--- src/rtl/acq_scheduler.sv ---
// CCD acquisition sequencer: integration, ROG transfer, pixel readout and FIFO drain.
// Arbitrates sw/hw requests with a single pending slot.
module acq_scheduler #(
    parameter int PIXELS     = 2086,
    parameter int CCD_DIV    = 10,
    parameter int ROG_CYCLES = 8,
    parameter int INT_UNIT   = 24
) (
    input  logic        sys_clk,
    input  logic        sys_rst,
    input  logic        req_sw,
    input  logic        req_hw,
    input  logic [15:0] int_time,
    input  logic        fifo_empty,
    output logic        busy,
    output logic        acq_src,
    output logic        strobe_en,
    output logic        ccd_clk,
    output logic        ccd_rog,
    output logic        adc_restart,
    output logic        adc_start,
    output logic        frame_done,
    output logic        req_lost
);

    localparam int IW  = 16 + $clog2(INT_UNIT);
    localparam int RW  = $clog2(PIXELS * CCD_DIV + 1);
    localparam int GW  = $clog2(ROG_CYCLES + 1);
    localparam int CW0 = (IW > RW) ? IW : RW;
    localparam int CW  = (CW0 > GW) ? CW0 : GW;
    localparam int DW  = $clog2(CCD_DIV);

    localparam logic [CW-1:0] READ_LEN = CW'(PIXELS * CCD_DIV - 1);
    localparam logic [CW-1:0] ROG_LEN  = CW'(ROG_CYCLES - 1);
    localparam logic [DW-1:0] DIV_LAST = DW'(CCD_DIV - 1);
    localparam logic [DW-1:0] HALF     = DW'(CCD_DIV / 2);

    localparam logic [2:0] S_IDLE  = 3'd0;
    localparam logic [2:0] S_INTEG = 3'd1;
    localparam logic [2:0] S_ROG   = 3'd2;
    localparam logic [2:0] S_READ  = 3'd3;
    localparam logic [2:0] S_DRAIN = 3'd4;

    logic [2:0]    state_q, state_d;
    logic [CW-1:0] cnt_q, cnt_d;
    logic [DW-1:0] div_q, div_d;
    logic          pend_q, pend_d;
    logic          psrc_q, psrc_d;
    logic          src_q, src_d;
    logic          busy_q, busy_d;
    logic          strobe_q, strobe_d;
    logic          clk_q, clk_d;
    logic          rog_q, rog_d;
    logic          start_q, start_d;
    logic          restart_q, restart_d;
    logic          lost_q, lost_d;

    logic [15:0]   it_eff;
    logic [CW-1:0] integ_len;
    logic [DW-1:0] div_next;
    logic          req_any;
    logic          cnt_zero;
    logic          done;

    always_comb begin
        it_eff    = (int_time == 16'd0) ? 16'd1 : int_time;
        integ_len = CW'(it_eff) * CW'(INT_UNIT) - CW'(1);
        req_any   = req_sw | req_hw;
        cnt_zero  = (cnt_q == '0);
        div_next  = (div_q == DIV_LAST) ? '0 : div_q + DW'(1);

        state_d = state_q;
        cnt_d   = cnt_q;
        div_d   = div_q;
        pend_d  = pend_q;
        psrc_d  = psrc_q;
        src_d   = src_q;
        lost_d  = 1'b0;
        done    = 1'b0;

        // Requests while a frame runs fill the single pending slot or are dropped.
        if (state_q != S_IDLE && req_any) begin
            if (pend_q) begin
                lost_d = 1'b1;
            end else begin
                pend_d = 1'b1;
                psrc_d = req_hw;
            end
        end

        unique case (state_q)
            S_IDLE: begin
                if (req_any) begin
                    state_d = S_INTEG;
                    cnt_d   = integ_len;
                    div_d   = '0;
                    src_d   = req_hw;
                end
            end
            S_INTEG: begin
                div_d = div_next;
                if (cnt_zero) begin
                    state_d = S_ROG;
                    cnt_d   = ROG_LEN;
                end else begin
                    cnt_d = cnt_q - CW'(1);
                end
            end
            S_ROG: begin
                if (cnt_zero) begin
                    state_d = S_READ;
                    cnt_d   = READ_LEN;
                    div_d   = '0;
                end else begin
                    cnt_d = cnt_q - CW'(1);
                end
            end
            S_READ: begin
                div_d = div_next;
                if (cnt_zero) begin
                    state_d = S_DRAIN;
                end else begin
                    cnt_d = cnt_q - CW'(1);
                end
            end
            S_DRAIN: begin
                if (fifo_empty) begin
                    done   = 1'b1;
                    pend_d = 1'b0;
                    if (pend_q || req_any) begin
                        state_d = S_INTEG;
                        cnt_d   = integ_len;
                        div_d   = '0;
                        src_d   = pend_q ? psrc_q : req_hw;
                    end else begin
                        state_d = S_IDLE;
                    end
                end
            end
            default: begin
                state_d = S_IDLE;
            end
        endcase

        busy_d    = (state_d != S_IDLE);
        strobe_d  = (state_d == S_INTEG);
        clk_d     = (state_d == S_INTEG || state_d == S_READ) && (div_d < HALF);
        rog_d     = (state_d == S_ROG);
        start_d   = (state_d == S_READ) && (div_d == '0);
        restart_d = (state_d == S_READ) && (state_q != S_READ);
    end

    always_ff @(posedge sys_clk or posedge sys_rst) begin
        if (sys_rst) begin
            state_q   <= S_IDLE;
            cnt_q     <= '0;
            div_q     <= '0;
            pend_q    <= 1'b0;
            psrc_q    <= 1'b0;
            src_q     <= 1'b0;
            busy_q    <= 1'b0;
            strobe_q  <= 1'b0;
            clk_q     <= 1'b0;
            rog_q     <= 1'b0;
            start_q   <= 1'b0;
            restart_q <= 1'b0;
            lost_q    <= 1'b0;
        end else begin
            state_q   <= state_d;
            cnt_q     <= cnt_d;
            div_q     <= div_d;
            pend_q    <= pend_d;
            psrc_q    <= psrc_d;
            src_q     <= src_d;
            busy_q    <= busy_d;
            strobe_q  <= strobe_d;
            clk_q     <= clk_d;
            rog_q     <= rog_d;
            start_q   <= start_d;
            restart_q <= restart_d;
            lost_q    <= lost_d;
        end
    end

    assign busy        = busy_q;
    assign acq_src     = src_q;
    assign strobe_en   = strobe_q;
    assign ccd_clk     = clk_q;
    assign ccd_rog     = rog_q;
    assign adc_start   = start_q;
    assign adc_restart = restart_q;
    assign req_lost    = lost_q;
    assign frame_done  = done;

endmodule

--- config.mk ---
export PLATFORM = sky130hd
export DESIGN_NAME = acq_scheduler
export DESIGN_NICKNAME = d
export VERILOG_FILES = /design/src/rtl/acq_scheduler.sv
export SDC_FILE = /design/constraint.sdc
export NUM_CORES = 1
export LEC_CHECK = 0
export BUFFER_PORTS_ARGS = -buffer_cell sky130_fd_sc_hd__buf_4
export CORE_ASPECT_RATIO = 0.75
export CORE_MARGIN = 1
export CORE_UTILIZATION = 66
export DETAILED_ROUTE_END_ITERATION = 8
export PLACE_DENSITY = 0.87
export SKIP_CTS_REPAIR_TIMING = 1
export SLEW_MARGIN = 10
export SYNTH_ARGS = -nofsm -noshare
export SYNTH_HDL_FRONTEND = slang
export SYNTH_SLANG_ARGS = --single-unit
--- constraint.sdc ---
create_clock -name sys_clk -period 7.18 [get_ports sys_clk]
set_input_delay 0.718 -clock sys_clk [delete_from_list [all_inputs] [get_ports sys_clk]]
set_output_delay 0.718 -clock sys_clk [all_outputs]
set_load 0.01 [all_outputs]
==> flow_summary.yaml, run 1 <==
logic_synthesis:
  synth_cell_types: 79
  synth_area_leaders: "dfrtp_1 (26%), ha_1 (9.1%), nor2_1 (5.6%), o21ai_0 (5.0%), a21oi_1 (4.0%)"
  synth-seq-cells: 38
  yosysMostFrequentCell: "nor2_1"
  yosysSeqAreaShare_pct: 25.6
  synth_area_per_cell_sq_um: 8.00
  yosysTopAreaCell: "dfrtp_1"
  postSynth.asyncResetShare_pct: 100
  yosys_warnings: 0
  syn_nets: 513
  synth_area_sq_um: 3710
  synth_top_area_share_pct: 25.6
  synth_common_cells: "nor2_1 (55), dfrtp_1 (38), o21ai_0 (37)"
  synth_edf_count: 0
  syn_inst: 464
  synth_ff_type: "dfrtp_1"
run:
  cap_viol_max_count: 0
critical_path:
  endpoint_kind: "register"
  crit_fanout: 10
  cp.required_ns: 7.38
  startpoint_type: "input port"
  arrival_ns: 4.98
  critical_path_class: "input port to register"
clocking:
  cts_buffer_depth: 2
  cts_root_buf: "clkbuf_8"
  htreeDepth: 2
  cts_sinks: 38
  cts.clk_slew.worst_paths_ns: 0.07
  cts_buffers: 5
  cts_tree: "yes"
  clk_latency_ns: 0.30
route:
  avgViaCountPerCell: 6.47
  dr.pass1.iters: 5
  drt_iter0_drc: 297
  wl_per_cell_microns: 16.3
  dr_total_vias: 3645
  drc: 0
  finalWirelength_mm: 9.15
  ant_nets: 0
layout:
  synthToLayoutAreaGrowth_pct: 10.2
  multi_input_area_sq_um: 2540
  stdcell_count: 563
  seq_area_sq_um: 951
  fin_nets: 536
  drive_above_1_share_pct: 13.5
  nFillCells: 419
  diodes: 0
place:
  dp_slack_ns: 2.16
  dp.cells: 555
  port_buffers: 29
  globalplace.congestion: 0.910
  dp_hpwl_mm: 6.78
global_route:
  grt_max_degree: 39
  antenna_found_initial: 0
  grt_util_all_layers_pct: 31.9
  overflow: 0
  grt_pass1_wl_mm: 14.5
  first_global_vias: 3166
timing:
  setup_viol: 0
  fin_skew_ns: 0.0128
  finalHoldViolCount: 0
  rsz0062_at_grt: "false"
  fin_hold_ws_ns: 0.511
  post-route-period-util_pct: 66.6
  setup_ws_ns: 2.40
  fmaxAchievable_mhz: 209
  tns_ns: 0
  slew_violations: 0
  fin_crit_ns: 4.78
  tightest_slew_ns: 0.988
  slew-limit-headroom_pct: 33.7
power_and_ir_drop:
  total_power_uw: 986
  power.density_nw_per_um2: 241
  p_leak_nw: 1.75
  irDropWorstVdd_uv: 238
die:
  die_h_microns: 66.9
  ioPinCount: 30
  start_util_pct: 68.9
  design.die.area_sq_um: 5930
  rows: 23
  core_area_sq_um: 5380
  die_w_microns: 88.6
hold_path:
  hp-class: "register to register"
status:
  status: "complete, no violations"
through the flow:
stage / utilization (%) / area, sq um
after global placement: 73.3 / 3950
after global routing: 76.0 / 4090
after CTS: 76.0 / 4090
after detailed placement: 73.3 / 3950
after floorplan: - / 3710
final: 76.0 / 4090
registers in the layout (all words and copies together), names as in the netlist:
| name | cells |
|---|---|
| strobe_en | 1 |
| busy | 1 |
| adc_start | 1 |
| pend_q | 1 |
| cnt_q | 21 |
| acq_src | 1 |
| req_lost | 1 |
| ccd_clk | 1 |
| state_q | 3 |
| adc_restart | 1 |
| psrc_q | 1 |
| ccd_rog | 1 |
| div_q | 4 |
routing by layer:
metal	track usage (%)	wire (microns)	up-vias
li1	-	-	1758
met2	49.0	4110	157
met4	11.1	208	0
met5	0	0	-
met3	6.07	609	28
met1	44.4	4230	1702
report_power, final:
part / leakage [nW] / switching [mW] / internal (mW)
combinational: 1.22 / 0.231 / 0.166
sequential: 0.459 / 0.0727 / 0.288
clock: 0.0714 / 0.0807 / 0.148
total: 1.75 / 0.384 / 0.602
cell usage in the layout (no fill, tap or decap), types with 8 or more instances in the layout:
cell type	count
a21oi_1	30
a31oi_1	10
buf_4	33
dfrtp_1	38
ha_1	27
inv_1	28
nand2_1	34
nand3_1	12
nor2_1	55
nor3_1	17
o21ai_0	37
xnor2_1	16
xor2_1	8
area by class of cell:
cell class / count / share of cell area (%)
flip-flops and latches: 38 / 23.3
clock buffers: 6 / 2.02
inverters: 30 / 2.75
multi-input cells: 379 / 62.1
repair buffers: 33 / 6.06
well taps: 75 / 2.29
clock inverters: 2 / 1.47
kinds of logic (layout without fill, tap and decap cells):
kind of cell / count (synthesis) / after routing / synth area share, %
and+or+nand+nor: 173 / 173 / 23.9
DFF: 38 / 38 / 25.6
buffers and inverters: 47 / 71 / 5.87
AOI/OAI and AO/OA: 149 / 149 / 27.8
muxes: 5 / 5 / 1.45
adders and majority gates: 28 / 28 / 9.65
xor gates and xnor gates: 24 / 24 / 5.67
path summary, 6_finish.rpt:
check / start / endpoint / slack [ns] / cells after the start
worst max-delay path: int_time[14] / cnt_q[20]$_DFFE_PP0P_ / 2.40 / 16
worst min-delay path: psrc_q$_DFFE_PP0P_ / psrc_q$_DFFE_PP0P_ / 0.51 / 1
worst max register to register: cnt_q[12]$_DFFE_PP0P_ / cnt_q[16]$_DFFE_PP0P_ / 3.63 / 7
worst min register to register: psrc_q$_DFFE_PP0P_ / psrc_q$_DFFE_PP0P_ / 0.51 / 1
max in group asynchronous: sys_rst / ccd_rog$_DFF_PP0_ / 6.29 / 3
min in group asynchronous: sys_rst / cnt_q[11]$_DFFE_PP0P_ / 0.53 / 3
worst max-delay path, cell delays in order:
cell	delay, ns
buf_4	0.12
inv_1	0.09
ha_1	0.17
nand4_1	0.16
nor3_1	0.41
buf_4	0.26
nor2_1	0.09
fa_1	0.45
a21o_2	0.29
a22oi_4	0.22
a21oi_1	0.14
xor2_1	0.20
or4_4	0.56
or4_4	0.57
o31a_1	0.32
o31ai_1	0.21
Note: power is estimated with default switching activity, not from simulation.
==> inputs of run 2 (changes only) <==
CORE_UTILIZATION = 61   (was 66)
PLACE_DENSITY = 0.81   (was 0.87)
clock period = 4.9 ns   (was 7.18 ns; I/O delays follow)
==> run 2 against run 1 <==
Net effect: global-route usage down 3.5 points; critical path depth unchanged; wire length down 4.9%; combinational power up 42%; largest cell class unchanged; highest routed layer unchanged.
==> flow_summary.yaml, run 2 (synthesis results as in run 1) <==
critical_path:
  arrival_ns: 4.59
  r2r-start: "cnt_q[12]$_DFFE_PP0P_"
  critical_path_class: "input port to register"
  crit_chain: "buf_4 -> inv_1 -> ha_1 -> nand4_1 -> nor3_1 -> buf_4 -> nor2_1 -> ha_1 -> and3_1 -> a22oi_4 -> a21oi_1 -> xor2_1 -> or4_4 -> or4_4 -> o31a_1 -> o31ai_1"
  cp.required_ns: 5.10
  critical_path.top_delay_family: "simple AND/OR/NAND/NOR gates"
  crit_fanout: 12
  path_buf_inv: 3
  endpoint_kind: "register"
  critPathSlowestCell: "or4_4"
  startpoint: "int_time[14]"
  max_stage_delay_ns: 0.57
  startpoint_type: "input port"
global_route:
  first_global_vias: 3166
  grt_pass1_wl_mm: 14.7
  grt_util_all_layers_pct: 28.4
  antenna_found_initial: 0
  overflow: 0
  grt_max_degree: 39
status:
  status: "complete, no violations"
place:
  globalplace.congestion: 0.893
  port_buffers: 29
  dp_hpwl_mm: 6.67
route:
  wl_per_cell_microns: 15.3
  finalWirelength_mm: 8.70
  dr_total_vias: 3516
  drt_iter0_drc: 258
  avgViaCountPerCell: 6.19
  drc: 0
  dr.pass1.iters: 5
  ant_nets: 0
timing:
  tightest_slew_ns: 0.922
  fin_skew_ns: 0.0102
  fin_crit_ns: 4.40
  slew_violations: 0
  post-route-period-util_pct: 89.7
  finalHoldViolCount: 0
  slew-limit-headroom_pct: 37.8
  tns_ns: 0
  fmaxAchievable_mhz: 227
  setup_viol: 0
  rsz0062_at_grt: "false"
layout:
  reg_top3: "cnt_q x21, div_q x4, state_q x3"
  diodes: 0
  drive_above_1_share_pct: 13.5
  multi_input_area_sq_um: 2550
  layout_commonest_cell: "nor2_1"
  top_register: "cnt_q"
  largest_reg_flops: 21
  synthToLayoutAreaGrowth_pct: 9.38
  layout_common_cells: "nor2_1 (55), dfrtp_1 (38), o21ai_0 (37)"
  fin_nets: 539
  seq_area_sq_um: 951
  nFillCells: 511
  final_util_pct: 69.7
clocking:
  cts_tree: "yes"
  cts_buffer_depth: 2
  clk_latency_ns: 0.29
  cts.clk_slew.worst_paths_ns: 0.08
  htreeDepth: 2
  cts_buffers: 5
  cts_root_buf: "clkbuf_8"
  cts_sinks: 38
power_and_ir_drop:
  power.density_nw_per_um2: 317
  p_leak_nw: 1.73
  irDropWorstVdd_uv: 316
die:
  die_h_microns: 69.5
  die_w_microns: 92.1
  ioPinCount: 30
  rows: 24
  start_util_pct: 63.7
  design.die.area_sq_um: 6400
  core_area_sq_um: 5830
run:
  cap_viol_max_count: 0
hold_path:
  hp-class: "input port to asynchronous set/reset pin"
-- run 2: changes by cell type in the layout (fill, tap and decap cells not counted) --
cell / before / now
buf_4: 33 / 36
clkbuf_1: 0 / 2
clkbuf_8: 6 / 5
o31ai_2: 1 / 0
bufinv_16: 2 / 0
o31ai_4: 0 / 1
-- run 2: worst register-to-register path: cells and delay by family, from the launching register on --
family | cells | cell delay, ns
multiplexers | 1 | 0.14
AO/OA/AOI/OAI | 1 | 0.26
flip-flops | 1 | 0.42
buffers and inverters | 1 | 0.36
AND/OR/NAND/NOR | 6 | 2.21
-- run 2: where the power goes --
part	leakage [nW]	internal, mW	switching (mW)
Clock	0.0383	0.0979	0.103
Sequential	0.459	0.423	0.0991
Combinational	1.23	0.244	0.319
Total	1.73	0.765	0.521
-- run 2: layer usage --
layer  vias to the layer above  GRT usage [%]  wire, microns
li1                       1763              -              -
met1                      1645           44.4           4480
met2                        97           41.0           3690
met3                        11           4.82            454
met4                         0           5.38             76
met5                         -              0              0
-- run 2: cell type report --
cell class,instances,share of cell area [%]
Multi-Input combinational cell,379,62.8
Sequential cell,38,23.4
Timing Repair Buffer,36,6.66
Inverter,30,2.78
Tap cell,78,2.41
Clock buffer,7,1.88
-- run 2: final timing paths --
path | end | slack (ns) | depth (start not counted)
min reg2reg | acq_src$_DFFE_PP0P_ | 0.50 | 2
min | cnt_q[7]$_DFFE_PP0P_ | 0.30 | 3
max | cnt_q[20]$_DFFE_PP0P_ | 0.50 | 16
max reg2reg | cnt_q[19]$_DFFE_PP0P_ | 1.40 | 9
max in group asynchronous | ccd_rog$_DFF_PP0_ | 4.24 | 3
min in group sys_clk | psrc_q$_DFFE_PP0P_ | 0.47 | 2
-- run 2: stage by stage --
| step | setup WS, ns | instances | total power [mW] | hold WS (ns) | cell area (sq um) |
|---|---|---|---|---|---|
| finish | 0.504 | 568 | 1.29 | 0.301 | 4060 |
| global route | 0.323 | 568 | 1.40 | 0.360 | 4060 |
| CTS | 0.588 | 568 | 1.28 | 0.332 | 4060 |
| detailed placement | 0.296 | 561 | 1.08 | 0.489 | 3980 |
| global placement | 0.472 | 561 | 1.06 | 0.485 | 3980 |
| floorplan | 0.454 | 464 | 0.942 | 0.465 | 3710 |
==> inputs of run 3 (changes only) <==
CORE_ASPECT_RATIO = unset   (was 0.75)
==> run 3 against run 2 <==
Net effect: the run now ends with DRC left; register-to-register slack is essentially flat; critical path depth unchanged; power rose by 10%; sequential power hardly changed; first-iteration DRC count fell by 1.2%; combinational power is 1% higher; wire length decreased by 2.6%; sequential cell count unchanged; critical path type unchanged.
==> flow_summary.yaml, run 3 (synthesis results as in run 1) <==
clocking:
  cts_sinks: 38
  cts.clk_slew.worst_paths_ns: 0.08
  clk_latency_ns: 0.30
  cts_buffer_depth: 2
  cts_root_buf: "clkbuf_8"
  htreeDepth: 2
  cts_buffers: 5
  cts_tree: "yes"
global_route:
  gr-max-usage-layer: "met2"
  overflow: 0
  use_met1_pct: 34.1
  first_global_vias: 3246
  grt_util_met3_pct: 3.20
  grt_max_degree: 39
  grt_util_all_layers_pct: 27.9
  antenna_found_initial: 0
  gr-usage-met2_pct: 50.1
  grt_pass1_wl_mm: 14.2
timing:
  post-route-period-util_pct: 87.8
  fin_hold_ws_ns: 0.294
  finalHoldViolCount: 0
  slew-limit-headroom_pct: 37.4
  rsz0062_at_grt: "false"
  slew_violations: 0
  fmaxAchievable_mhz: 233
  tns_ns: 0
  fin_skew_ns: 0.00860
  tightest_slew_ns: 0.927
  setup_viol: 0
  fin_crit_ns: 4.30
critical_path:
  crit_end: "cnt_q[20]$_DFFE_PP0P_"
  critical_path.top_delay_family: "simple AND/OR/NAND/NOR gates"
  timing.rr.end: "cnt_q[19]$_DFFE_PP0P_"
  startpoint: "int_time[14]"
  endpoint_kind: "register"
  arrival_ns: 4.51
  r2r.worst_path.cells: 9
  crit_fanout: 12
  r2r-start: "cnt_q[12]$_DFFE_PP0P_"
  critical_path_class: "input port to register"
  path_buf_inv: 3
  startpoint_type: "input port"
  rrSetupSlack_ns: 1.41
  crit_chain: "buf_4 -> inv_1 -> ha_1 -> nand4_1 -> nor3_1 -> buf_4 -> nor2_1 -> ha_1 -> and3_1 -> a22oi_4 -> a21oi_1 -> xor2_1 -> or4_4 -> or4_4 -> o31a_1 -> o31ai_1"
  cp.required_ns: 5.11
  critPathSlowestCell: "or4_4"
  cp.depth: 16
  max_stage_delay_ns: 0.57
route:
  avgViaCountPerCell: 6.37
  finalWirelength_mm: 8.48
  drc: 1
  dr_total_vias: 3588
  dr.pass1.iters: 9
  wl_per_cell_microns: 15.1
  ant_nets: 0
  drt_iter0_drc: 255
die:
  ioPinCount: 30
  start_util_pct: 63.0
  die_h_microns: 80.0
  design.die.area_sq_um: 6400
  die_w_microns: 80.0
  rows: 28
  core_area_sq_um: 5890
run:
  cap_viol_max_count: 0
power_and_ir_drop:
  p_leak_nw: 1.75
  p_sw_uw: 549
  p_clk_share_pct: 22.8
  p_int_uw: 868
  power.density_nw_per_um2: 346
  irDropWorstVdd_uv: 264
  comb_power_share_pct: 40.3
  power_frac_seq_pct: 36.9
  power_switching_share_pct: 38.8
layout:
  largest_reg_flops: 21
  reg_top3: "cnt_q x21, div_q x4, state_q x3"
  fin_nets: 536
  synthToLayoutAreaGrowth_pct: 10.3
  final_util_pct: 69.5
  diodes: 0
  top_register: "cnt_q"
  stdcell_count: 563
  layout_common_cells: "nor2_1 (55), dfrtp_1 (38), o21ai_0 (37)"
  drive_above_1_share_pct: 13.5
  layout_commonest_cell: "nor2_1"
status:
  status: "finished with violations"
  violations: "DRC"
place:
  globalplace.congestion: 0.849
  port_buffers: 29
  dp.cells: 555
  dp_hpwl_mm: 6.35
hold_path:
  hp-class: "input port to asynchronous set/reset pin"
## run 3: cell count changes in the layout (fill, tap and decap cells not counted)
cell	before	now
clkinv_4	0	1
clkbuf_1	2	0
bufinv_16	0	2
buf_4	36	33
## run 3: layer usage
| layer | vias up | part of all wire, % | wire (microns) |
|---|---|---|---|
| met2 | 135 | 50 | 4210 |
| met3 | 13 | 4.3 | 367 |
| met1 | 1688 | 44 | 3750 |
| met5 | - | 0 | 0 |
| met4 | 0 | 1.8 | 153 |
| li1 | 1752 | - | - |
## run 3: power groups by stage
| stage | Sequential (mW) | Clock (mW) | Combinational (mW) |
|---|---|---|---|
| floorplan | 0.504 | 0 | 0.438 |
| global placement | 0.519 | 0 | 0.532 |
| detailed placement | 0.522 | 0 | 0.561 |
| CTS | 0.518 | 0.325 | 0.565 |
| global route | 0.539 | 0.341 | 0.644 |
| finish | 0.522 | 0.324 | 0.571 |
## run 3: worst reg2reg max path, cell delays in order, from the launching register on
cell     delay [ns]
dfrtp_1        0.42
or4_1          0.62
nor4b_2        0.61
nand3_1        0.38
o31ai_4        0.25
buf_4          0.34
or2b_1         0.39
or4_1          0.19
mux2_2         0.14
nand2_1        0.04
## run 3: final cells by class
type | instances | area [sq um]
Timing Repair Buffer | 33 | 248
Sequential cell | 38 | 951
Clock inverter | 3 | 68.8
Multi-Input combinational cell | 379 | 2550
Clock buffer | 5 | 68.8
Fill cell | 498 | 1790
Inverter | 30 | 113
Tap cell | 75 | 93.8
## run 3: per-stage QoR
step | total power, mW | instance area [sq um] | worst slack, ns
after floorplan | 0.942 | 3710 | 0.454
after global placement | 1.05 | 3960 | 0.417
after detailed placement | 1.08 | 3960 | 0.327
after CTS | 1.41 | 4090 | 0.616
after global routing | 1.52 | 4090 | 0.442
final | 1.42 | 4090 | 0.599
## run 3: worst min path at each step
stage / endpoint / slack, ns / cells past startpoint
final: cnt_q[4]$_DFFE_PP0P_ / 0.29 / 3
after global routing: cnt_q[3]$_DFFE_PP0P_ / 0.34 / 3
after CTS: cnt_q[4]$_DFFE_PP0P_ / 0.31 / 3
after detailed placement: cnt_q[11]$_DFFE_PP0P_ / 0.50 / 2
after global placement: acq_src$_DFFE_PP0P_ / 0.47 / 2
after floorplan: psrc_q$_DFFE_PP0P_ / 0.47 / 1
